## src/rtl/key_pkg.sv

```systemverilog
// Shared definitions for the push-button conditioner: FSM encoding and
// board clock constants used to derive debounce/long-press cycle counts.
package key_pkg;

    typedef enum logic [1:0] {
        IDLE    = 2'd0,
        FILT_DN = 2'd1,
        DOWN    = 2'd2,
        FILT_UP = 2'd3
    } key_fsm_e;

    localparam int CLK_FREQ_HZ   = 50_000_000;
    localparam int CYCLES_PER_MS = CLK_FREQ_HZ / 1000;

    function automatic int ms_to_cycles(input int ms);
        return ms * CYCLES_PER_MS;
    endfunction

endpackage

```

## src/rtl/key_sync_edge.sv

```systemverilog
// Two-flop synchronizer for the asynchronous key pin plus one delay flop
// for edge detection; everything resets to the released (high) level.
module key_sync_edge (
    input  logic clk,
    input  logic rst,
    input  logic key_in,
    output logic s,
    output logic nedge,
    output logic pedge
);

    logic sync_q1;
    logic sync_q2;
    logic dly_q;

    always_ff @(posedge clk or posedge rst) begin
        if (rst) begin
            sync_q1 <= 1'b1;
            sync_q2 <= 1'b1;
            dly_q   <= 1'b1;
        end else begin
            sync_q1 <= key_in;
            sync_q2 <= sync_q1;
            dly_q   <= sync_q2;
        end
    end

    assign s     = sync_q2;
    assign nedge = dly_q & ~sync_q2;
    assign pedge = ~dly_q & sync_q2;

endmodule

```

## src/rtl/key_debounce_fsm.sv

```systemverilog
// Per-key conditioner: debounces the raw active-low pin and emits registered
// single-cycle press/release/long-press pulses plus a clean level.
//
//   state   | meaning
//   --------+-----------------------------------------------------------
//   IDLE    | key released and stable
//   FILT_DN | falling edge seen, waiting for the low level to hold
//   DOWN    | press accepted, long-press timer running
//   FILT_UP | rising edge seen, waiting for the high level to hold
module key_debounce_fsm
    import key_pkg::*;
#(
    parameter int DEBOUNCE_CYCLES   = 1_000_000,
    parameter int LONG_PRESS_CYCLES = 50_000_000,
    parameter int CNT_W             = 26
) (
    input  logic Clk,
    input  logic Rst,
    input  logic key_in,
    output logic key_flag,
    output logic key_state,
    output logic key_press,
    output logic key_release,
    output logic key_long
);

    localparam logic [CNT_W-1:0] DEB_LAST  = CNT_W'(DEBOUNCE_CYCLES - 1);
    localparam logic [CNT_W-1:0] LONG_LAST = CNT_W'(LONG_PRESS_CYCLES - 1);
    localparam logic [CNT_W-1:0] CNT_MAX   = '1;

    logic key_sync;
    logic key_nedge;
    logic key_pedge;

    key_fsm_e         state_q, state_d;
    logic [CNT_W-1:0] deb_cnt_q, deb_cnt_d;
    logic [CNT_W-1:0] long_cnt_q, long_cnt_d;
    logic [CNT_W-1:0] long_inc;
    logic             key_state_d;
    logic             press_d;
    logic             release_d;
    logic             long_d;

    key_sync_edge u_sync (
        .clk    (Clk),
        .rst    (Rst),
        .key_in (key_in),
        .s      (key_sync),
        .nedge  (key_nedge),
        .pedge  (key_pedge)
    );

    always_ff @(posedge Clk or posedge Rst) begin
        if (Rst) begin
            state_q     <= IDLE;
            deb_cnt_q   <= '0;
            long_cnt_q  <= '0;
            key_state   <= 1'b1;
            key_flag    <= 1'b0;
            key_press   <= 1'b0;
            key_release <= 1'b0;
            key_long    <= 1'b0;
        end else begin
            state_q     <= state_d;
            deb_cnt_q   <= deb_cnt_d;
            long_cnt_q  <= long_cnt_d;
            key_state   <= key_state_d;
            key_flag    <= press_d | release_d;
            key_press   <= press_d;
            key_release <= release_d;
            key_long    <= long_d;
        end
    end

    always_comb begin
        state_d     = state_q;
        deb_cnt_d   = deb_cnt_q;
        long_cnt_d  = long_cnt_q;
        key_state_d = key_state;
        press_d     = 1'b0;
        release_d   = 1'b0;
        long_d      = 1'b0;
        // Saturating hold timer: the single compare against LONG_LAST then
        // fires at most once per accepted press.
        long_inc    = (long_cnt_q == CNT_MAX) ? long_cnt_q : long_cnt_q + 1'b1;

        case (state_q)
            IDLE: begin
                if (key_nedge) begin
                    state_d   = FILT_DN;
                    deb_cnt_d = '0;
                end
            end
            FILT_DN: begin
                deb_cnt_d = deb_cnt_q + 1'b1;
                // A bounce edge takes priority over the terminal count.
                if (key_pedge) begin
                    state_d = IDLE;
                end else if (deb_cnt_q == DEB_LAST && !key_sync) begin
                    state_d     = DOWN;
                    press_d     = 1'b1;
                    key_state_d = 1'b0;
                    long_cnt_d  = '0;
                end
            end
            DOWN: begin
                long_cnt_d = long_inc;
                if (long_cnt_q == LONG_LAST) begin
                    long_d = 1'b1;
                end
                if (key_pedge) begin
                    state_d   = FILT_UP;
                    deb_cnt_d = '0;
                end
            end
            FILT_UP: begin
                deb_cnt_d  = deb_cnt_q + 1'b1;
                long_cnt_d = long_inc;
                if (key_nedge) begin
                    state_d = DOWN;
                end else if (deb_cnt_q == DEB_LAST && key_sync) begin
                    state_d     = IDLE;
                    release_d   = 1'b1;
                    key_state_d = 1'b1;
                end
            end
            default: begin
                state_d = IDLE;
            end
        endcase
    end

endmodule
```

## config.mk

```make
export PLATFORM = sky130hd
export DESIGN_NAME = key_debounce_fsm
export DESIGN_NICKNAME = d
export VERILOG_FILES = /design/src/rtl/key_pkg.sv /design/src/rtl/key_sync_edge.sv /design/src/rtl/key_debounce_fsm.sv
export SDC_FILE = /design/constraint.sdc
export NUM_CORES = 1
export LEC_CHECK = 0
export ABC_AREA = 1
export BUFFER_PORTS_ARGS = -buffer_cell sky130_fd_sc_hd__buf_2
export CELL_PAD_IN_SITES_DETAIL_PLACEMENT = 2
export CELL_PAD_IN_SITES_GLOBAL_PLACEMENT = 2
export CORE_MARGIN = 2
export CORE_UTILIZATION = 36
export DETAILED_ROUTE_END_ITERATION = 12
export GPL_ROUTABILITY_DRIVEN = 0
export PLACE_DENSITY_LB_ADDON = 0.1
export SETUP_SLACK_MARGIN = 0.05
export SLEW_MARGIN = 10
export SYNTH_ARGS = -nofsm -noshare
export SYNTH_HDL_FRONTEND = slang
export SYNTH_HIERARCHICAL = 1
export SYNTH_SLANG_ARGS = --single-unit
```

## constraint.sdc

```tcl
create_clock -name Clk -period 1.98 [get_ports Clk]
set_input_delay 0.396 -clock Clk [delete_from_list [all_inputs] [get_ports Clk]]
set_output_delay 0.396 -clock Clk [all_outputs]
set_load 0.05 [all_outputs]
```

# [Yosys cells after proc, flatten, opt, wreduce, memory -nomap -nowiden]
# Index checks and enable logic that the tools add are counted.
[op_classes] addsub=2 n_eq_ne=15 n_mux=27 bitwise_logic=5 reduce_logical=12
[op_table] cell="$mux 26" n=5
[op_table] cell="$pmux 26 s3" n=1
[op_table] cell="$add 26x1->26 const B" n=2
[op_table] cell="$eq 26x26->1 const B" n=2
[op_table] cell="$pmux 26 s2" n=1
[op_table] cell="$eq 26x20->1 const B" n=1
[op_table] cell="$ne 2x2->1 const B" n=7
[op_table] cell="$mux 1" n=12
[op_table] cell="$mux 2" n=6
[op_table] cell="$pmux 2 s4" n=1
[op_table] cell="$reduce_and 4->1" n=2
[op_table] cell="$ne 3x3->1 const B" n=2
[op_table] cell="$reduce_and 5->1" n=1
[op_table] cell="$eq 2x2->1 const B" n=2
[op_table] cell="$reduce_bool 2->1" n=2
[op_table] cell="$reduce_or 2->1" n=2
[op_table] cell="$and 1x1->1" n=2
[op_table] cell="$eq 2x1->1 const B" n=1
[op_table] cell="$logic_and 1x1->1" n=2
[op_table] cell="$logic_not 2->1" n=1
[op_table] cell="$not 1->1" n=2
[op_table] cell="$pmux 1 s2" n=1
[op_table] cell="$reduce_and 2->1" n=1
[op_table] cell="$logic_not 1->1" n=1
[op_table] cell="$or 1x1->1" n=1
[totals] reg_bits=62 inputBits=3 out_inout_bits=5 word_cells=72

# [Logic depth before layout (Yosys ltp)]
# Gate-level depths: netlist of the first run.
[logic_depth] ltp_word=6 depth_mapped=12

# [Modules after synthesis]
# Netlist of the first run, hierarchy kept.
[modules_own_cells] mod="key_debounce_fsm" instances=1 cells_each=546 area_each_um2=3727.3 seq_area_each_um2=1477.7
[modules_own_cells] mod="key_sync_edge" instances=1 cells_each=8 area_each_um2=97.6 seq_area_each_um2=78.8

# [Least setup slack after synthesis of the first run]
# No wires, ideal clock.
[synth_path] path_kind="register -> register" startpoint="register deb_cnt_q[0]" endpoint="register long_cnt_q[18]" arrival_ns=1.528 required_ns=1.863 path_slack_ns=0.336 stages_incl_launch_ff=12 path_cell_list="dfrtp_1 -> ha_1 -> nand2_1 -> nor2_2 -> nand2_1 -> nor2_4 -> nand4_1 -> nand2_2 -> nand2_4 -> buf_6 -> nand2_1 -> nand2_1"
[synth_between] elab_chain_len=4
[synth_rtl] item="start: declaration" line_no="key_debounce_fsm.sv:36" rtl="logic [CNT_W-1:0] deb_cnt_q, deb_cnt_d;"
[synth_rtl] item="start signal: assignment" line_no="key_debounce_fsm.sv:65" rtl="deb_cnt_q <= deb_cnt_d;"
[synth_rtl] item="$eq 26x20->1" line_no="key_debounce_fsm.sv:99" rtl="end else if (deb_cnt_q == DEB_LAST && !key_sync) begin"
[synth_rtl] item="$logic_and 1x1->1" line_no="key_debounce_fsm.sv:99"
[synth_rtl] item="$ne 2x2->1 (no source line)"
[synth_rtl] item="$reduce_and 4->1 (no source line)"
[synth_rtl] item="end signal: assignment" line_no="key_debounce_fsm.sv:66" rtl="long_cnt_q <= long_cnt_d;"
[synth_rtl] item="end: declaration" line_no="key_debounce_fsm.sv:37" rtl="logic [CNT_W-1:0] long_cnt_q, long_cnt_d;"
# Every way passes these cells.
# A chain may end at the register's enable or synchronous reset.

# [Worst setup path in the final report of the first run]
[layout_path] startpoint="register u_sync.sync_q2, in the netlist u_sync/s" endpoint="register deb_cnt_q[22]"
[layout_between] elab_chain_len=4
[layout_rtl] item="start: declaration" line_no="key_sync_edge.sv:13" rtl="logic sync_q2;"
[layout_rtl] item="start signal: assignment" line_no="key_sync_edge.sv:23" rtl="sync_q2 <= sync_q1;"
[layout_rtl] item="$not 1->1" line_no="key_sync_edge.sv:29" rtl="assign nedge = dly_q & ~sync_q2;"
[layout_rtl] item="$and 1x1->1" line_no="key_sync_edge.sv:29"
[layout_rtl] item="named net key_nedge" line_no="key_debounce_fsm.sv:32" rtl="logic key_nedge;"
[layout_rtl] item="$ne 2x2->1 (no source line)"
[layout_rtl] item="$reduce_and 2->1 (no source line)"
# The timed path passes the listed nets, and every way through them passes these cells.

==> results of run 1 <==
## metal layers
| layer | vias up | wire [µm] | share of wire (%) |
|---|---|---|---|
| met1 | 2016 | 7210 | 49 |
| li1 | 1850 | - | - |
| met5 | - | 0 | 0 |
| met4 | 0 | 216 | 1.5 |
| met3 | 15 | 370 | 2.5 |
| met2 | 63 | 6790 | 47 |
## cells in the mapped netlist (all sizes together)
library cell	count	share of area [%]
nand2	191	19
nor2	76	8.6
inv	65	6.4
dfrtp	58	38
nand3	55	7.3
o21ai	20	2.6
nand4	15	2.5
nor3	14	2.1
a21oi	10	1.3
xor2	9	2.1
xnor2	7	1.6
buf	5	1.1
or2	5	0.82
a21o	4	0.79
dfstp	4	2.7
nor4	3	0.49
clkbuf	2	0.20
ha	2	0.65
nand3b	2	0.39
o22ai	2	0.33
a22o	1	0.23
a22oi	1	0.20
a31oi	1	0.16
and2	1	0.16
nor3b	1	0.20
## final cells by class
| type | instances | area share, % |
|---|---|---|
| clock buffer | 12 | 3.22 |
| clock inverter | 4 | 0.500 |
| inverter | 65 | 5.50 |
| multi-input combinational | 421 | 46.0 |
| sequential | 62 | 34.6 |
| tap | 136 | 3.78 |
| timing repair buffer | 37 | 6.42 |
## sequential cells by signal, summed over array words and instances, names as in the netlist
register,flops
deb_cnt_q,26
key_state,1
long_cnt_q,26
key_press,1
key_release,1
u_sync/sync_q1,1
u_sync/s,1
key_long,1
key_flag,1
state_q,2
u_sync/dly_q,1
## critical path, stage by stage, from the launching register on
cell and delay (ns):
dfstp_2 0.54, buf_4 0.14, nor2_1 0.08, o21ai_1 0.17, buf_6 0.22, clkinvlp_4 0.20, buf_4 0.21, o21ai_0 0.20
## report_power, final
group	internal, W	switching, W
Clock	0.000483	0.000549
Combinational	0.000437	0.00100
Sequential	0.00135	0.0000915
Total	0.00227	0.00164
## timing repair
item / 4_1_cts / 5_1_grt
gates resized for setup: 1 / 18
setup buffers: 0 / 9
setup endpoints to repair: 12 / 45
cloned: 0 / 1
pin swaps: 0 / 6
## final timing paths
path,from,end,depth (start not counted)
worst max-delay path,u_sync/s,deb_cnt_q[22],7
worst min-delay path,Rst,key_flag,2
worst max register to register,u_sync/s,deb_cnt_q[22],7
worst min register to register,u_sync/sync_q1,u_sync/s,0
max in group asynchronous,Rst,key_state,3
min in group Clk,key_in,u_sync/sync_q1,1
## per-stage QoR
stage	util, %	instance area, µm²	hold WS (ns)	TNS, ns	std cells
after floorplan	-	3820	0.329	0	554
after global placement	40.3	4160	0.346	0	711
after detailed placement	40.3	4160	0.354	0	711
after CTS	42.0	4340	0.0562	0	727
after global routing	43.6	4500	0.0779	-0.217	737
final	43.6	4500	0.0567	0	737
## kinds of logic after synthesis
group | count (synthesis)
xor+xnor | 16
buf+inv | 72
flops | 62
fa+ha+maj | 2
simple gates | 363
compound gates | 39
==> metrics.csv, run 1 <==
metric,value,unit
status,finished clean,
pre-CTS setup slack,0.0618,ns
average size of a mapped cell,6.90,µm²
vias per cell,5.35,
Worst EP arrival,2.12,ns
RSZ-0062 raised after global routing,yes,
wire length of the first global-routing pass,22900,µm
mux contribution to synthesized area,0,%
Chip Width,107,µm
drt drc,0,
skew final,0.0120,ns
Port Buffers,7,
Post-Syn Nets,559,
CTS Sinks,62,
initial cell density of the core,37.1,%
met1 Use GR,36.8,%
Leak,2.18,nW
final wirelength,14600,µm
CTS tree,built,
CTS buffer count,9,
row count,37,
Final setup viols,0,
highest clock rate,0.539,GHz
synthesized-area fraction occupied by adder cells,0.654,%
Filler cells,1261,
yosys warns,6,
total congestion overflow,0,
xor-xnor portion of the synthesized cell area,3.66,%
Seq cells post-synth,62,
fin nets,601,
Max IR drop VDD,463,µV
r2r setup slk,0.13,ns
required time of the worst setup path,2.25,ns
crit-path max FO,12,
number of inserted diodes,0,
GR peak layer,met2,
met3 global-route usage,3.95,%
Critical Path End Type,flop,
startpoint types,flop,
Area growth syn-to-layout,17.7,%
Initial DRC Count,146,
most frequent cells in the layout,"nand2_1, nor2_1, inv_1, dfrtp_1, nand3_1",
Synth Area in Compound Gates,5.63,%
fin crit share,93.6,%
antenna violations before repair,0,
Final Hold Viols,0,
MaxCap Viol Count,0,
total design power,0.00391,W
area of the multi-input gates,2070,µm²
post-DP HPWL,10400,µm
root buf cell,clkbuf_8,
number of global-route vias before repair,4285,
sequential fraction of the synthesis area,40.7,%
number of I/O pins,8,
die height,107,µm
pin count of the biggest net entering global routing,27,
drt first pass iters,5,
clk_lat worst skew,0.37,ns
die area,11500,µm²
clk slew on worst S/H paths,0.07,ns
met2 usage,41.4,%
simple-gate area share of the yosys netlist,41.7,%
Detail Route Antenna Nets,0,
actual slew at the worst max-slew pin,0.474,ns
"Distinct cells, synth",35,
final worst slack,0.126,ns
worst hold path class,in -> async,
CTS hold repair buffers,0,
Pwr Density,869,nW/µm²
critical path type,reg -> reg,
GR Util All Layers,26.2,%
wire length per cell,19.8,µm
Final Max Slew Viols,0,
Vias,3944,
clock buffer depth,2,
largest family of logic cells by synthesized area,simple AND/OR/NAND/NOR gates,
Worst slew margin,68.4,%
Register Area,1560,µm²
core outline area,10300,µm²
"most common cell after layout, fill and taps aside",nand2_1,
Mapped Cells,554,
layout cells sized above 1,15.8,%
Synth Cell Area,3820,µm²
H-tree Lvls,3,
crit path time final,1.85,ns
(Power assumes the default switching activity.)
==> inputs of run 2 (changes only) <==
--- a/config.mk
+++ b/config.mk
@@ -10,10 +10,10 @@
 export CELL_PAD_IN_SITES_DETAIL_PLACEMENT = 2
 export CELL_PAD_IN_SITES_GLOBAL_PLACEMENT = 2
 export CORE_MARGIN = 2
-export CORE_UTILIZATION = 36
+export CORE_UTILIZATION = 35
 export DETAILED_ROUTE_END_ITERATION = 12
 export GPL_ROUTABILITY_DRIVEN = 0
-export PLACE_DENSITY_LB_ADDON = 0.1
+export PLACE_DENSITY_LB_ADDON = 0.05
 export SETUP_SLACK_MARGIN = 0.05
 export SLEW_MARGIN = 10
 export SYNTH_ARGS = -nofsm -noshare
==> run 2 against run 1 <==
Compared with the run above: highest routed layer unchanged; register-to-register slack about the same; largest cell class unchanged; cell count is the same; utilization shrank 1.6 points; count of clock-buffer cells in the layout rose by 1; critical path type unchanged.
==> metrics.csv, run 2 (synthesized netlist as in run 1, its figures left out) <==
metric,value,unit,change
status,finished clean,,unchanged
"CP delay by family, top",simple AND/OR/NAND/NOR gates,,was buffers and inverters
number of I/O pins,8,,unchanged
MaxCap Viol Count,0,,unchanged
Final setup viols,0,,unchanged
drt drc,0,,unchanged
slowest cell delay on critical path,0.40,ns,was 0.54 ns
layout cells sized above 1,14.6,%,was 15.8%
total congestion overflow,0,,unchanged
"most common cell after layout, fill and taps aside",nand2_1,,unchanged
Final Hold Viols,0,,unchanged
hold slack,0.105,ns,was 0.0567 ns
skew final,0.0122,ns,was 0.0120 ns
CTS buffer count,9,,unchanged
GR Util All Layers,24.4,%,was 26.2%
die height,109,µm,was 107 µm
wire length of the first global-routing pass,21900,µm,"was 22,900 µm"
fin nets,597,,was 601
Max IR drop VDD,364,µV,was 463 µV
CTS Sinks,62,,unchanged
post-DP HPWL,10100,µm,"was 10,400 µm"
antenna violations before repair,0,,unchanged
Final Max Slew Viols,0,,unchanged
Largest regs,"deb_cnt_q (26), long_cnt_q (26), state_q (2)",,unchanged
slowest CP cell,dfrtp_1,,was dfstp_2
final instance area,4510,µm²,was 4500 µm²
root buf cell,clkbuf_8,,unchanged
Critical Path End Type,flop,,unchanged
Buf/Inv on CP,1,,was 4
number of inserted diodes,0,,unchanged
vias per cell,5.15,,was 5.35
Port Buffers,7,,unchanged
H-tree Lvls,3,,unchanged
Worst path most repeated cell,nand2_1,,was buf_4
number of global-route vias before repair,4075,,"was 4,285"
clock buffer depth,2,,unchanged
RSZ-0062 raised after global routing,yes,,unchanged
actual slew at the worst max-slew pin,0.518,ns,was 0.474 ns
highest clock rate,0.543,GHz,was 0.539 GHz
Leak,2.20,nW,was 2.18 nW
Filler cells,1323,,"was 1,261"
worst hold path class,in -> async,,unchanged
Register Area,1560,µm²,unchanged
Initial DRC Count,137,,was 146
crit-path max FO,13,,was 12
fin crit share,93.1,%,was 93.6%
pin count of the biggest net entering global routing,60,,was 27
Detail Route Antenna Nets,0,,unchanged
critical path type,reg -> reg,,unchanged
Vias,3795,,"was 3,944"
initial cell density of the core,35.6,%,was 37.1%
origin of the critical flop-to-flop path,deb_cnt_q[6],,was u_sync/s
Critical path origin,deb_cnt_q[6],,was u_sync/s
Chip Width,109,µm,was 107 µm
area of the multi-input gates,2040,µm²,was 2070 µm²
row count,38,,was 37
CTS tree,built,,unchanged
Pwr Density,939,nW/µm²,was 869 nW/µm²
final wirelength,13600,µm,"was 14,600 µm"
die area,11800,µm²,"was 11,500 µm²"
startpoint types,flop,,unchanged
critical path cell sequence,"inv_1, nand2_1, nor2_1, nand2_1, nor2_2, nand4_1, nand2_2, nand2_8, nand2_1, nand2_1",,"was buf_4, nor2_1, o21ai_1, buf_6, clkinvlp_4, buf_4, o21ai_0"
wire length per cell,18.4,µm,was 19.8 µm
clk slew on worst S/H paths,0.07,ns,about the same
Worst slew margin,65.2,%,was 68.4%
most frequent cells in the layout,"nand2_1, nor2_1, inv_1, dfrtp_1, nand3_1",,unchanged
drt first pass iters,4,,was 5
core outline area,10700,µm²,"was 10,300 µm²"
Worst EP arrival,2.09,ns,was 2.12 ns
required time of the worst setup path,2.23,ns,was 2.25 ns
Placed Area,4150,µm²,was 4160 µm²
Area growth syn-to-layout,18.0,%,was 17.7%
clk_lat worst skew,0.36,ns,was 0.37 ns
crit path time final,1.84,ns,was 1.85 ns
run 2: cell count changes in the layout (fill, tap and decap cells not counted), sizes merged:
cell / delta
buf: -4
bufinv: +3
clkinv: -3
clkinvlp: -1
clkbuf: +1
run 2: metal layers:
metal	wire length, µm	track usage, %
met5	0	0
met3	339	2.65
met1	7020	35.5
met2	6050	38.0
met4	166	7.69
run 2: final timing paths:
| check | end | depth (start not counted) | slack, ns |
|---|---|---|---|
| worst max-delay path | long_cnt_q[16] | 10 | 0.14 |
| worst min-delay path | u_sync/sync_q1 | 2 | 0.11 |
| worst max register to register | long_cnt_q[16] | 10 | 0.14 |
| worst min register to register | u_sync/s | 0 | 0.36 |
| max in group asynchronous | key_state | 3 | 1.58 |
| min in group Clk | u_sync/sync_q1 | 1 | 0.14 |
run 2: power breakdown:
part	switching (W)	total (W)	internal, W
sequential	0.0000855	0.00144	0.00135
combinational	0.000948	0.00134	0.000392
clock	0.000554	0.00146	0.000908
run 2: layout make-up:
| class | count | share of cell area, % |
|---|---|---|
| clock inverters | 3 | 2.00 |
| repair buffers | 33 | 5.38 |
| flip-flops and latches | 62 | 34.5 |
| well taps | 140 | 3.88 |
| inverters | 65 | 5.49 |
| multi-input cells | 421 | 45.2 |
| clock buffers | 13 | 3.52 |
run 2: timing repair:
item,4_1_cts,5_1_grt
buffers inserted,0,6
endpoints found under the setup margin,26,45
endpoints found under the hold margin,0,0
gates resized for setup,2,10
hold buffers,0,0
pin swaps,0,3
cloned,0,1
run 2: through the flow:
stage          util [%]  TNS [ns]  worst slack, ns  cells  power (W)
2_1_floorplan         -         0            0.129    554    0.00221
3_3_place_gp       38.6         0           0.0926    714    0.00252
3_5_place_dp       38.6   -0.0212          -0.0212    714    0.00259
4_1_cts            41.0         0           0.0652    730    0.00408
5_1_grt            42.0         0          0.00453    737    0.00448
6_report           42.0         0            0.137    737    0.00424
==> inputs of run 3 (changes only) <==
--- a/config.mk
+++ b/config.mk
@@ -9,7 +9,8 @@
 export BUFFER_PORTS_ARGS = -buffer_cell sky130_fd_sc_hd__buf_2
 export CELL_PAD_IN_SITES_DETAIL_PLACEMENT = 2
 export CELL_PAD_IN_SITES_GLOBAL_PLACEMENT = 2
-export CORE_MARGIN = 2
+export CORE_ASPECT_RATIO = 0.5
+export CORE_MARGIN = 1.5
 export CORE_UTILIZATION = 35
 export DETAILED_ROUTE_END_ITERATION = 12
 export GPL_ROUTABILITY_DRIVEN = 0
==> run 3 against run 2 <==
Compared with the run above: first-iteration DRC count shrank 28%; critical endpoint is now deb_cnt_q[3]; final area rose by 2.1%; largest power group unchanged; sequential power about the same.
==> metrics.csv, run 3 (synthesized netlist as in run 1, its figures left out) <==
metric,value,unit,change
wire length of the first global-routing pass,22000,µm,"was 21,900 µm"
required time of the worst setup path,2.24,ns,was 2.23 ns
Largest regs,"deb_cnt_q (26), long_cnt_q (26), state_q (2)",,unchanged
clk_lat worst skew,0.34,ns,was 0.36 ns
Critical Path End Type,flop,,unchanged
Detail Route Antenna Nets,0,,unchanged
antenna violations before repair,0,,unchanged
MaxCap Viol Count,0,,unchanged
GR Util All Layers,25.0,%,was 24.4%
clk slew on worst S/H paths,0.06,ns,was 0.07 ns
number of global-route vias before repair,4185,,"was 4,075"
number of I/O pins,8,,unchanged
Port Buffers,7,,unchanged
Register Area,1560,µm²,about the same
CTS buffer count,9,,unchanged
Pwr Density,965,nW/µm²,was 939 nW/µm²
crit-path max FO,12,,was 13
drt first pass iters,7,,was 4
initial cell density of the core,36.7,%,was 35.6%
Filler cells,1255,,"was 1,323"
Finished Layout Cells,741,,was 737
slowest cell delay on critical path,0.46,ns,was 0.40 ns
drt drc,0,,unchanged
status,finished clean,,unchanged
worst hold path class,in -> async,,unchanged
clock buffer depth,2,,unchanged
vias per cell,5.19,,was 5.15
fin crit share,91.9,%,was 93.1%
slowest CP cell,dfrtp_1,,unchanged
die area,11600,µm²,"was 11,800 µm²"
Worst EP arrival,2.08,ns,was 2.09 ns
final wirelength,13200,µm,"was 13,600 µm"
Area growth syn-to-layout,20.4,%,was 18.0%
Leak,2.23,nW,was 2.20 nW
die height,76.9,µm,was 109 µm
total congestion overflow,0,,unchanged
CTS hold repair buffers,0,,unchanged
core outline area,10400,µm²,"was 10,700 µm²"
highest clock rate,0.549,GHz,was 0.543 GHz
startpoint types,flop,,unchanged
critical path type,reg -> reg,,unchanged
pre-CTS setup slack,0.00413,ns,was -0.0212 ns
number of inserted diodes,0,,unchanged
Max IR drop VDD,453,µV,was 364 µV
post-DP HPWL,9440,µm,"was 10,100 µm"
Vias,3843,,"was 3,795"
wire length per cell,17.8,µm,was 18.4 µm
Final Hold Viols,0,,unchanged
Worst slew margin,68.1,%,was 65.2%
pin count of the biggest net entering global routing,60,,unchanged
most frequent cells in the layout,"nand2_1, nor2_1, inv_1",,"was nand2_1, nor2_1, inv_1, dfrtp_1, nand3_1"
actual slew at the worst max-slew pin,0.475,ns,was 0.518 ns
crit path time final,1.82,ns,was 1.84 ns
row count,26,,was 38
final design utilization,44.3,%,was 42.0%
Final Max Slew Viols,0,,unchanged
CTS Sinks,62,,unchanged
area of the multi-input gates,2050,µm²,was 2040 µm²
Initial DRC Count,99,,was 137
root buf cell,clkbuf_16,,was clkbuf_8
origin of the critical flop-to-flop path,state_q[0],,was deb_cnt_q[6]
Final setup viols,0,,unchanged
Critical path origin,state_q[0],,was deb_cnt_q[6]
layout cells sized above 1,15.3,%,was 14.6%
skew final,0.00744,ns,was 0.0122 ns
CTS tree,built,,unchanged
Chip Width,151,µm,was 109 µm
critical path cell sequence,"nor2_1, nand2_1, o21ai_1, buf_4, nor2_4, inv_2, o21ai_0, a21oi_1",,"was inv_1, nand2_1, nor2_1, nand2_1, nor2_2, nand4_1, nand2_2, nand2_8, nand2_1, nand2_1"
Cells after DPL,718,,was 714
fin nets,601,,was 597
total design power,0.00445,W,was 0.00424 W
"most common cell after layout, fill and taps aside",nand2_1,,unchanged
H-tree Lvls,3,,unchanged
final worst slack,0.160,ns,was 0.137 ns
hold slack,0.116,ns,was 0.105 ns
-- run 3: final timing paths --
check	endpoint	slack [ns]	cells past startpoint
hold reg to reg	u_sync/s	0.36	0
min in group Clk	u_sync/sync_q1	0.16	1
setup reg to reg	deb_cnt_q[3]	0.16	8
hold / removal	u_sync/dly_q	0.12	2
setup / recovery	deb_cnt_q[3]	0.16	8
max in group asynchronous	key_state	1.54	3
-- run 3: area by class of cell --
cell class,count,area share [%]
Multi-Input combinational cell,421,44.5
Sequential cell,62,33.8
Timing Repair Buffer,37,5.92
Clock buffer,12,5.57
Inverter,65,5.38
Tap cell,140,3.80
Clock inverter,4,0.978
-- run 3: report_power, final --
part | switching (W) | internal (W) | leakage, nW
combinational | 0.000960 | 0.000405 | 1.23
clock | 0.000598 | 0.00104 | 0.152
sequential | 0.0000941 | 0.00135 | 0.841
total | 0.00165 | 0.00280 | 2.23
-- run 3: routing by layer --
| layer | wire length (µm) | share of wire, % | global-route usage (%) | vias up |
|---|---|---|---|---|
| met2 | 6560 | 50 | 44.0 | 44 |
| met5 | 0 | 0 | 0 | - |
| met1 | 6090 | 46 | 31.3 | 1916 |
| met4 | 235 | 1.8 | 6.02 | 0 |
| met3 | 314 | 2.4 | 5.18 | 24 |
| li1 | - | - | - | 1859 |
-- run 3: through the flow --
stage	setup TNS, ns	cell area (µm²)
2_1_floorplan	0	3820
3_3_place_gp	0	4180
6_report	0	4610
5_1_grt	-0.00860	4610
3_5_place_dp	0	4180
4_1_cts	0	4540
-- run 3: repair_timing --
action / in CTS / in global routing
pin swaps: 4 / 3
resized for setup: 8 / 7
endpoints found under the setup margin: 27 / 38
cloned: 1 / 0
buffers inserted: 1 / 5
-- run 3: critical path, delay by kind of cell, from the launching register on --
family | cells | cell delay [ns]
flip-flops | 1 | 0.46
buffers and inverters | 2 | 0.46
AND/OR/NAND/NOR | 3 | 0.41
AO/OA/AOI/OAI | 3 | 0.39
